<file path="config.mk">
export PLATFORM = sky130hd
export DESIGN_NAME = instr_mem_loader_flat
export DESIGN_NICKNAME = d
export VERILOG_FILES = /design/src/rtl/mips_pkg.sv /design/src/rtl/instr_mem_loader_if.sv /design/src/rtl/instr_mem_loader_counter.sv /design/src/rtl/instr_mem_loader.sv /design/src/flat_wrapper.sv
export SDC_FILE = /design/constraint.sdc
export NUM_CORES = 1
export LEC_CHECK = 0
export ABC_AREA = 1
export CORE_MARGIN = 5
export CORE_UTILIZATION = 37
export DETAILED_ROUTE_END_ITERATION = 10
export GPL_TIMING_DRIVEN = 0
export PLACE_DENSITY = 0.77
export SYNTH_ARGS = -nofsm -noshare
export SYNTH_HDL_FRONTEND = slang
export SYNTH_SLANG_ARGS = --single-unit
</file>
<file path="constraint.sdc">
create_clock -name clk -period 1.3 [get_ports clk]
set_input_delay 0.26 -clock clk [delete_from_list [all_inputs] [get_ports clk]]
set_output_delay 0.26 -clock clk [all_outputs]
set_load 0.1 [all_outputs]
</file>
<file path="src/rtl/mips_pkg.sv">
// mips_pkg: constants and types shared by the instruction-memory loader and
// the instruction memory.
//   WORD_BYTES        bytes per instruction word (byte address = index*4)
//   MAX_WORDS_DEFAULT program length limit, also the instruction-memory depth
//   loaderState_t     loader FSM states; VRD/VCMP exist only when
//                     INSTR_LOADER_VERIFY_EN is defined
package mips_pkg;

  localparam int WORD_BYTES        = 4;
  localparam int WORD_SHIFT        = $clog2(WORD_BYTES);
  localparam int MAX_WORDS_DEFAULT = 256;

  typedef enum logic [2:0] {
    IDLE,
    LOAD,
    WRITE,
    RELEASE,
    RUN
`ifdef INSTR_LOADER_VERIFY_EN
    , VRD,
    VCMP
`endif
  } loaderState_t;

endpackage

</file>
<file path="src/rtl/instr_mem_loader_if.sv">
// instr_mem_loader_if: host word stream plus instruction-memory port.
//   in_valid/in_data/in_last  host -> loader word stream
//   in_ready                  loader -> host, word taken this cycle
//   mem_addr/mem_wdata/mem_we loader -> memory write port
//   mem_re/mem_rdata          readback port (rdata valid the cycle after re)
// Modports: master = loader side, slave = host/memory side.
interface instr_mem_loader_if #(
  parameter int ADDR_W = 32
) ();
  logic              in_valid;
  logic [31:0]       in_data;
  logic              in_last;
  logic              in_ready;
  logic [ADDR_W-1:0] mem_addr;
  logic [31:0]       mem_wdata;
  logic              mem_we;
  logic              mem_re;
  logic [31:0]       mem_rdata;

  modport master (
    input  in_valid, in_data, in_last, mem_rdata,
    output in_ready, mem_addr, mem_wdata, mem_we, mem_re
  );

  modport slave (
    output in_valid, in_data, in_last, mem_rdata,
    input  in_ready, mem_addr, mem_wdata, mem_we, mem_re
  );
endinterface

</file>
<file path="src/rtl/instr_mem_loader_counter.sv">
// load_index_counter: word index and written-word count for the loader.
//   clk, rst_n  clock, async active-low reset
//   clr         zero both registers (new load)
//   incIdx      advance index to the next word slot
//   incCnt      count one written word
//   index       current word index
//   wordCount   words written in the current/last load
//   lastIdx     index sits on the final permitted slot (MAX_WORDS-1)
module load_index_counter #(
  parameter int MAX_WORDS = 256,
  parameter int IDX_W     = 8
) (
  input  logic             clk,
  input  logic             rst_n,
  input  logic             clr,
  input  logic             incIdx,
  input  logic             incCnt,
  output logic [IDX_W-1:0] index,
  output logic [IDX_W:0]   wordCount,
  output logic             lastIdx
);

  always_ff @(posedge clk or negedge rst_n) begin
    if (!rst_n) begin
      index     <= '0;
      wordCount <= '0;
    end else if (clr) begin
      index     <= '0;
      wordCount <= '0;
    end else begin
      if (incIdx) index <= index + IDX_W'(1);
      if (incCnt) wordCount <= wordCount + (IDX_W + 1)'(1);
    end
  end

  assign lastIdx = (index == IDX_W'(MAX_WORDS - 1));

endmodule

</file>
<file path="src/rtl/instr_mem_loader.sv">
// instr_mem_loader: streams instruction words from a host into consecutive
// instruction-memory words, holding the processor in initialisation until
// the load ends, then releasing the PC and pipeline.
// Optional readback check: define INSTR_LOADER_VERIFY_EN.
//   clk, rst_n    clock, async active-low reset
//   start         pulse: begin (IDLE) or restart (RUN) a load
//   bus           host stream + memory port (instr_mem_loader_if.master)
//   initializing  memory address mux on the loader
//   pc_reset      hold PC at 0
//   done          program loaded, processor running
//   error         sticky readback mismatch (0 without the verify option)
//   word_count    words written in the current/last load
module instr_mem_loader
  import mips_pkg::*;
#(
  parameter int ADDR_W    = 32,
  parameter int MAX_WORDS = MAX_WORDS_DEFAULT,
  parameter int IDX_W     = 8
) (
  input  logic                clk,
  input  logic                rst_n,
  input  logic                start,
  instr_mem_loader_if.master  bus,
  output logic                initializing,
  output logic                pc_reset,
  output logic                done,
  output logic                error,
  output logic [IDX_W:0]      word_count
);

  loaderState_t      state, stateNext;
  logic              clr, incIdx, incCnt;
  logic [IDX_W-1:0]  index;
  logic              lastIdx;
  logic [31:0]       dataQ;
  logic [ADDR_W-1:0] addrQ;
  logic              lastQ;
  logic              accept;
  logic              loadEnd;

  load_index_counter #(
    .MAX_WORDS(MAX_WORDS),
    .IDX_W    (IDX_W)
  ) idxCnt (
    .clk      (clk),
    .rst_n    (rst_n),
    .clr      (clr),
    .incIdx   (incIdx),
    .incCnt   (incCnt),
    .index    (index),
    .wordCount(word_count),
    .lastIdx  (lastIdx)
  );

  assign accept  = (state == LOAD) && bus.in_valid;
  // Either the host flags the end or the last memory slot has been written.
  assign loadEnd = lastQ || lastIdx;

  always_ff @(posedge clk or negedge rst_n) begin
    if (!rst_n) state <= IDLE;
    else        state <= stateNext;
  end

  always_comb begin
    stateNext = state;
    clr       = 1'b0;
    incIdx    = 1'b0;
    incCnt    = 1'b0;
    case (state)
      IDLE: begin
        if (start) begin
          stateNext = LOAD;
          clr       = 1'b1;
        end
      end
      LOAD: begin
        if (bus.in_valid) stateNext = WRITE;
      end
      WRITE: begin
        incCnt = 1'b1;
`ifdef INSTR_LOADER_VERIFY_EN
        stateNext = VRD;
`else
        if (loadEnd) begin
          stateNext = RELEASE;
        end else begin
          stateNext = LOAD;
          incIdx    = 1'b1;
        end
`endif
      end
`ifdef INSTR_LOADER_VERIFY_EN
      VRD: stateNext = VCMP;
      VCMP: begin
        if (loadEnd) begin
          stateNext = RELEASE;
        end else begin
          stateNext = LOAD;
          incIdx    = 1'b1;
        end
      end
`endif
      RELEASE: stateNext = RUN;
      RUN: begin
        if (start) begin
          stateNext = LOAD;
          clr       = 1'b1;
        end
      end
      default: stateNext = IDLE;
    endcase
  end

  // Word, address and end flag are captured at acceptance so the write
  // (and any readback) sees stable values while the host moves on.
  always_ff @(posedge clk or negedge rst_n) begin
    if (!rst_n) begin
      dataQ <= '0;
      addrQ <= '0;
      lastQ <= 1'b0;
    end else if (accept) begin
      dataQ <= bus.in_data;
      addrQ <= ADDR_W'(index) << WORD_SHIFT;
      lastQ <= bus.in_last;
    end
  end

  assign bus.in_ready  = (state == LOAD);
  assign bus.mem_we    = (state == WRITE);
  assign bus.mem_addr  = addrQ;
  assign bus.mem_wdata = dataQ;
  // PC reset is held through RELEASE so the PC captures 0 while the memory
  // already looks at the PC address.
  assign initializing  = !((state == RELEASE) || (state == RUN));
  assign pc_reset      = (state != RUN);
  assign done          = (state == RUN);

`ifdef INSTR_LOADER_VERIFY_EN
  logic errorQ;

  always_ff @(posedge clk or negedge rst_n) begin
    if (!rst_n)                                          errorQ <= 1'b0;
    else if (clr)                                        errorQ <= 1'b0;
    else if ((state == VCMP) && (bus.mem_rdata != dataQ)) errorQ <= 1'b1;
  end

  assign bus.mem_re = (state == VRD);
  assign error      = errorQ;
`else
  logic unusedRdata;
  assign unusedRdata = ^bus.mem_rdata;
  assign bus.mem_re  = 1'b0;
  assign error       = 1'b0;
`endif

endmodule

</file>
<file path="src/flat_wrapper.sv">
// flat-port wrapper written by rule: the top's interface ports become plain ports
module instr_mem_loader_flat import mips_pkg::*;
#(
  parameter int ADDR_W    = 32,
  parameter int MAX_WORDS = MAX_WORDS_DEFAULT,
  parameter int IDX_W     = 8
)
  (clk, rst_n, start, initializing, pc_reset, done, error, word_count, bus_in_valid, bus_in_data, bus_in_last, bus_mem_rdata, bus_in_ready, bus_mem_addr, bus_mem_wdata, bus_mem_we, bus_mem_re);
  instr_mem_loader_if #(.ADDR_W(ADDR_W)) bus_i ();
  input  logic clk;
  input  logic rst_n;
  input  logic start;
  output logic initializing;
  output logic pc_reset;
  output logic done;
  output logic error;
  output logic [IDX_W:0] word_count;
  input wire logic [$bits(bus_i.in_valid)-1:0] bus_in_valid;
  input wire logic [$bits(bus_i.in_data)-1:0] bus_in_data;
  input wire logic [$bits(bus_i.in_last)-1:0] bus_in_last;
  input wire logic [$bits(bus_i.mem_rdata)-1:0] bus_mem_rdata;
  output wire logic [$bits(bus_i.in_ready)-1:0] bus_in_ready;
  output wire logic [$bits(bus_i.mem_addr)-1:0] bus_mem_addr;
  output wire logic [$bits(bus_i.mem_wdata)-1:0] bus_mem_wdata;
  output wire logic [$bits(bus_i.mem_we)-1:0] bus_mem_we;
  output wire logic [$bits(bus_i.mem_re)-1:0] bus_mem_re;
  assign bus_i.in_valid = bus_in_valid;
  assign bus_i.in_data = bus_in_data;
  assign bus_i.in_last = bus_in_last;
  assign bus_i.mem_rdata = bus_mem_rdata;
  assign bus_in_ready = bus_i.in_ready;
  assign bus_mem_addr = bus_i.mem_addr;
  assign bus_mem_wdata = bus_i.mem_wdata;
  assign bus_mem_we = bus_i.mem_we;
  assign bus_mem_re = bus_i.mem_re;
  instr_mem_loader #(.ADDR_W(ADDR_W), .MAX_WORDS(MAX_WORDS), .IDX_W(IDX_W)) u_core (.clk(clk), .rst_n(rst_n), .start(start), .bus(bus_i), .initializing(initializing), .pc_reset(pc_reset), .done(done), .error(error), .word_count(word_count));
endmodule
</file>
After elaboration in Yosys (flattened, before gate mapping)
Index checks and enable logic that the tools add are counted.
{ "word_totals": {"ram_bits": 0, "elab_cells": 38, "inputBits": 69, "out_inout_bits": 80, "register_bits": 61, "mem_count": 0, "latch_bits": 0, "mem_bits_ro": 0} }
{ "op_classes": {"n_eq_ne": 8, "n_div": 0, "n_shift": 0, "bitwise_logic": 0, "n_lt_le_gt_ge": 0, "mux": 13, "mul": 0, "n_addsub": 2, "reduce_logical": 9} }
{ "ops": {"columns": ["op", "count"], "rows": [
  ["9-bit two-way mux", 2],
  ["8-bit two-way mux", 2],
  ["3-bit one-hot mux with 4 select lines", 1],
  ["9-bit by 1-bit adder with 9-bit output (second input constant)", 1],
  ["8-bit by 1-bit adder with 8-bit output (second input constant)", 1],
  ["8-bit == test (second input constant)", 1],
  ["3-bit by 2-bit == test with 1-bit output (second input constant)", 2],
  ["3-bit two-way mux", 2],
  ["1-bit two-way mux", 5],
  ["2-bit nonzero test", 2],
  ["3-bit by 1-bit == test with 1-bit output (second input constant)", 1],
  ["3-bit == test (second input constant)", 1],
  ["3-bit zero test", 1],
  ["3-bit inequality test (second input constant)", 1],
  ["1-bit logical OR", 2],
  ["2-bit two-way mux", 1],
  ["2-bit by 1-bit inequality test with 1-bit output (second input constant)", 1],
  ["2-bit inequality test (second input constant)", 1],
  ["2-bit AND reduction", 1],
  ["2-bit OR reduction", 1],
  ["1-bit logical AND", 1],
  ["1-bit zero test", 1]
]} }

Logic depth before layout (Yosys ltp)
{ "logic_depth": {"ltp_word": 6, "depth_mapped": 9, "depth_no_buf": 8} }

By module
A second synthesis with hierarchy kept.
{ "unflattened": {"hier_cells": 349, "hier_area_um2": 2919.0} }
{ "modules_own_cells": {"columns": ["mod", "n_inst", "seq_area_each_um2", "cells_each", "area_per_inst_um2"], "rows": [
  ["instr_mem_loader", 1, 1101.1, 235, 2042.0],
  ["load_index_counter", 1, 425.4, 114, 877.1]
]} }

Least setup slack after synthesis
Ideal clock, no wire load.
{ "synth_timing": {"path_kind": "register to output", "from": "register u_core.state[1]", "to": "output initializing", "path_stages_with_launch": 5, "n_path_buf": 0, "setup_slack_ps": -1850, "t_arrival_ps": 2890, "required_time_ps": 1040, "path_cell_list": "dfrtp_1 > inv_2 > nand2_1 > nor2_1 > a21oi_1"} }
{ "synth_via": {"elab_chain_len": 3, "elab_cells_between_ends": 4, "cone_classes": "eq/ne (2); reduce/logical (2)"} }
{ "synth_lines": {"columns": ["item", "line_no", "text"], "rows": [
  ["start, declared", "instr_mem_loader.sv:31", "loaderState_t state, stateNext;"],
  ["start signal, assigned", "instr_mem_loader.sv:61", "else state <= stateNext;"],
  ["3-bit == test", null, null],
  ["net done", "flat_wrapper.sv:15", "output logic done;"],
  ["1-bit logical OR", "instr_mem_loader.sv:134", "assign initializing = !((state == RELEASE) || (state == RUN));"],
  ["1-bit zero test", "instr_mem_loader.sv:134", null],
  ["end, declared", "flat_wrapper.sv:13", "output logic initializing;"]
]} }
The timed path passes the listed nets, and every way through them passes these cells.

Final worst setup path
{ "layout_timing": {"from": "register u_core.state[1]", "to": "output pc_reset"} }
{ "layout_via": {"elab_chain_len": 1} }
{ "layout_lines": {"columns": ["item", "line_no", "text"], "rows": [
  ["3-bit inequality test", "instr_mem_loader.sv:135", "assign pc_reset = (state != RUN);"],
  ["end, declared", "flat_wrapper.sv:14", "output logic pc_reset;"]
]} }
Every way passes these cells.

==> impl_metrics.ini <==
[global_route]
grt_pass1_wl_um = 13800
antenna_found_initial = 0
grt_max_degree = 39
grt.total_usage_pct = 17.2
gr-total-overflow = 0
grt_pass1_vias = 2931

[worst_setup_path]
crit_path_end_kind = output pin
critPathBufInv = 3
worstPathRequired_ns = 1.04
start_kind = flip-flop
worstSetupStartpoint = u_core.state[1]
slowest_delay_ns = 0.43
cp_data_arrival_time_ns = 1.36
critPathKind = flip-flop to output pin
path_max_fanout = 3
crit_path_top_delay_cell = dfrtp_2
cp_cell_sequence = inv_4 > nand2_2 > nor2_4 > inv_2 > buf_12
crit_family = flip-flops
r2r-start = u_core.state[0]

[cts]
clock_latency_ns = 0.35
cts_made_buffers = 9
htree_levels = 3
cts_root_buf = clkbuf_8
clock-sinks = 61
cts.clk_slew.worst_paths_ns = 0.07
cts.path.max_buffers = 2
cts_tree = built

[timing]
period_share_pct = 125
rsz0062_at_grt = true
whs_ns = 0.307
fin_crit_ns = 1.62
skew_ns = 0.00830
slew_viol_final = 0
final-hold-violation-count = 0
slew_headroom_pct = 59.8
finalSetupViolations = 65
fmax_ghz = 0.618
worstMarginPinSlew_ns = 0.603
worst_slack_ns = -0.319

[finish]
area_delta_synth_final_pct = 68.5
final_core_util_pct = 63.2
multi_input_area_um2 = 1440
nFillCells = 677
num-nets-final = 596
diodes = 0
drive_gt1_share_pct = 37.0
fin_area_um2 = 5110
ff_latch_area_um2 = 1550

[status]
failed_checks = setup timing
status = finished with violations

[synth]
synth_ff_type = dfrtp_1
syn_inst = 373
yosys.area.top_type = dfrtp_1
synth_edf_count = 0
synth_area_leaders = dfrtp_1 50%, nand2_1 17%, nand3_1 9.1%
ys_warn_count = 0
ys_async_sr_fraction_pct = 100
synth.distinct_cells = 28
ys_ff_latch = 61
syn_area_per_cell_um2 = 8.14
synthTopCellsByCount = 137 x nand2_1, 61 x dfrtp_1, 55 x nand3_1
post-synth-top-count-cell = nand2_1
synth.top_cell.area_share_pct = 50.3
ys_seq_area_share_pct = 50.3
syn_area_um2 = 3040

[placed_design]
place_congestion = 0.881
port-buffer-count = 89
place_area_um2 = 4240
hpwl_um = 5680
dpl_worst_slack_ns = -1.06

[drt]
routed_wl_um = 9200
drtIter0Drc = 132
drc = 0
ant_nets = 0
vias_per_cell = 4.76
wire_per_inst_um = 14.5
dr.pass1.iters = 4
dr_total_vias = 3021

[power_and_ir_drop]
power_frac_seq_pct = 21.2
pwr-share-comb_pct = 67.2
internal-power_mw = 6.42
power_density_nw_per_um2 = 2900
netSwitchingFraction_pct = 56.7
irDropWorstVdd_uv = 1960
power.leakage_nw = 2.55
clockPowerShare_pct = 11.6
p_switching_mw = 8.42

[flow_run]
drv_cap = 0

[die]
design.core.area_um2 = 8090
io_pins = 149
rows = 33
die_x_um = 101
die-area_um2 = 10100
die_h_um = 101
initial_core_util_pct = 37.5

[hold_path]
hp-class = primary input to flip-flop
hp-start = bus_in_valid
tightest hold or removal path: stages:
cell	delay [ns]
buf_2	0.19
nand3_1	0.12
nand2_1	0.05
state kept, by name, summed over array words and instances, names as in the netlist:
register,count
u_core.lastQ,1
u_core.idxCnt.index,8
u_core.idxCnt.wordCount,9
u_core.bus.mem_addr,8
u_core.bus.mem_wdata,32
u_core.state,3
cells in the final DEF, fill, tap and decap left out, types with 12 or more instances in the layout:
| cell | count |
|---|---|
| buf_8 | 12 |
| buf_12 | 12 |
| nand3_1 | 43 |
| inv_1 | 18 |
| nand3_2 | 13 |
| dfrtp_1 | 51 |
| buf_4 | 56 |
| conb_1 | 26 |
| buf_6 | 29 |
| nand2_1 | 124 |
| nand2_2 | 12 |
| clkdlybuf4s50_1 | 34 |
power groups by stage:
stage	combinational [mW]	sequential, mW	clock (mW)
final	9.98	3.14	1.72
after detailed placement	8.26	3.08	0
after CTS	8.94	3.04	1.75
after global routing	10.4	3.21	1.86
after global placement	8.16	3.07	0
after floorplan	2.50	6.91	0
cells by family after synthesis:
kind of cell	after synthesis	share of synthesized area [%]
fa+ha+maj	2	0.824
flops	61	50.3
simple gates	220	32.0
other cells	1	0.124
compound gates	20	3.55
xor+xnor	3	0.866
buf+inv	66	12.4
cell type report:
class	instances	area share [%]
buffer	39	6.63
clock buffer	9	2.42
clock inverter	7	1.47
inverter	27	2.52
multi-input combinational	272	28.1
sequential	61	30.3
tap	105	2.57
timing repair buffer	115	25.9
path summary, 6_finish.rpt:
check,endpoint,slack [ns],cells after the start
worst max register to register,u_core.idxCnt.index[2],-0.17,10
min in group asynchronous,u_core.idxCnt.wordCount[5],0.44,2
max in group asynchronous,u_core.idxCnt.wordCount[7],0.24,3
worst min register to register,u_core.bus.mem_wdata[28],0.48,2
worst max-delay path,pc_reset,-0.32,5
worst min-delay path,u_core.bus.mem_wdata[6],0.31,3
routing by layer:
| metal | up-vias | track usage [%] | part of all wire [%] |
|---|---|---|---|
| met1 | 1411 | 20.0 | 38 |
| met5 | - | 0 | 0 |
| met4 | 0 | 6.22 | 2.3 |
| met3 | 24 | 6.85 | 8.9 |
| met2 | 138 | 28.7 | 51 |
| li1 | 1448 | - | - |
what timing repair did:
| item | CTS | global route |
|---|---|---|
| hold buffers | 1 | 0 |
| endpoints found under the hold margin | 23 | 0 |
| setup endpoints to repair | 81 | 97 |
| gates resized for setup | 390 | 82 |
| gates cloned | 1 | 5 |
| pin swaps | 8 | 8 |
| setup buffers | 17 | 4 |
metrics by stage:
stage	TNS [ns]	std cells	power [mW]
floorplan	-1.38	398	9.41
global placement	-156.26	592	11.2
CTS	-2.92	628	13.7
detailed placement	-30.49	593	11.3
finish	-5.59	635	14.8
global route	-9.52	635	15.4
(Power assumes the default switching activity.)
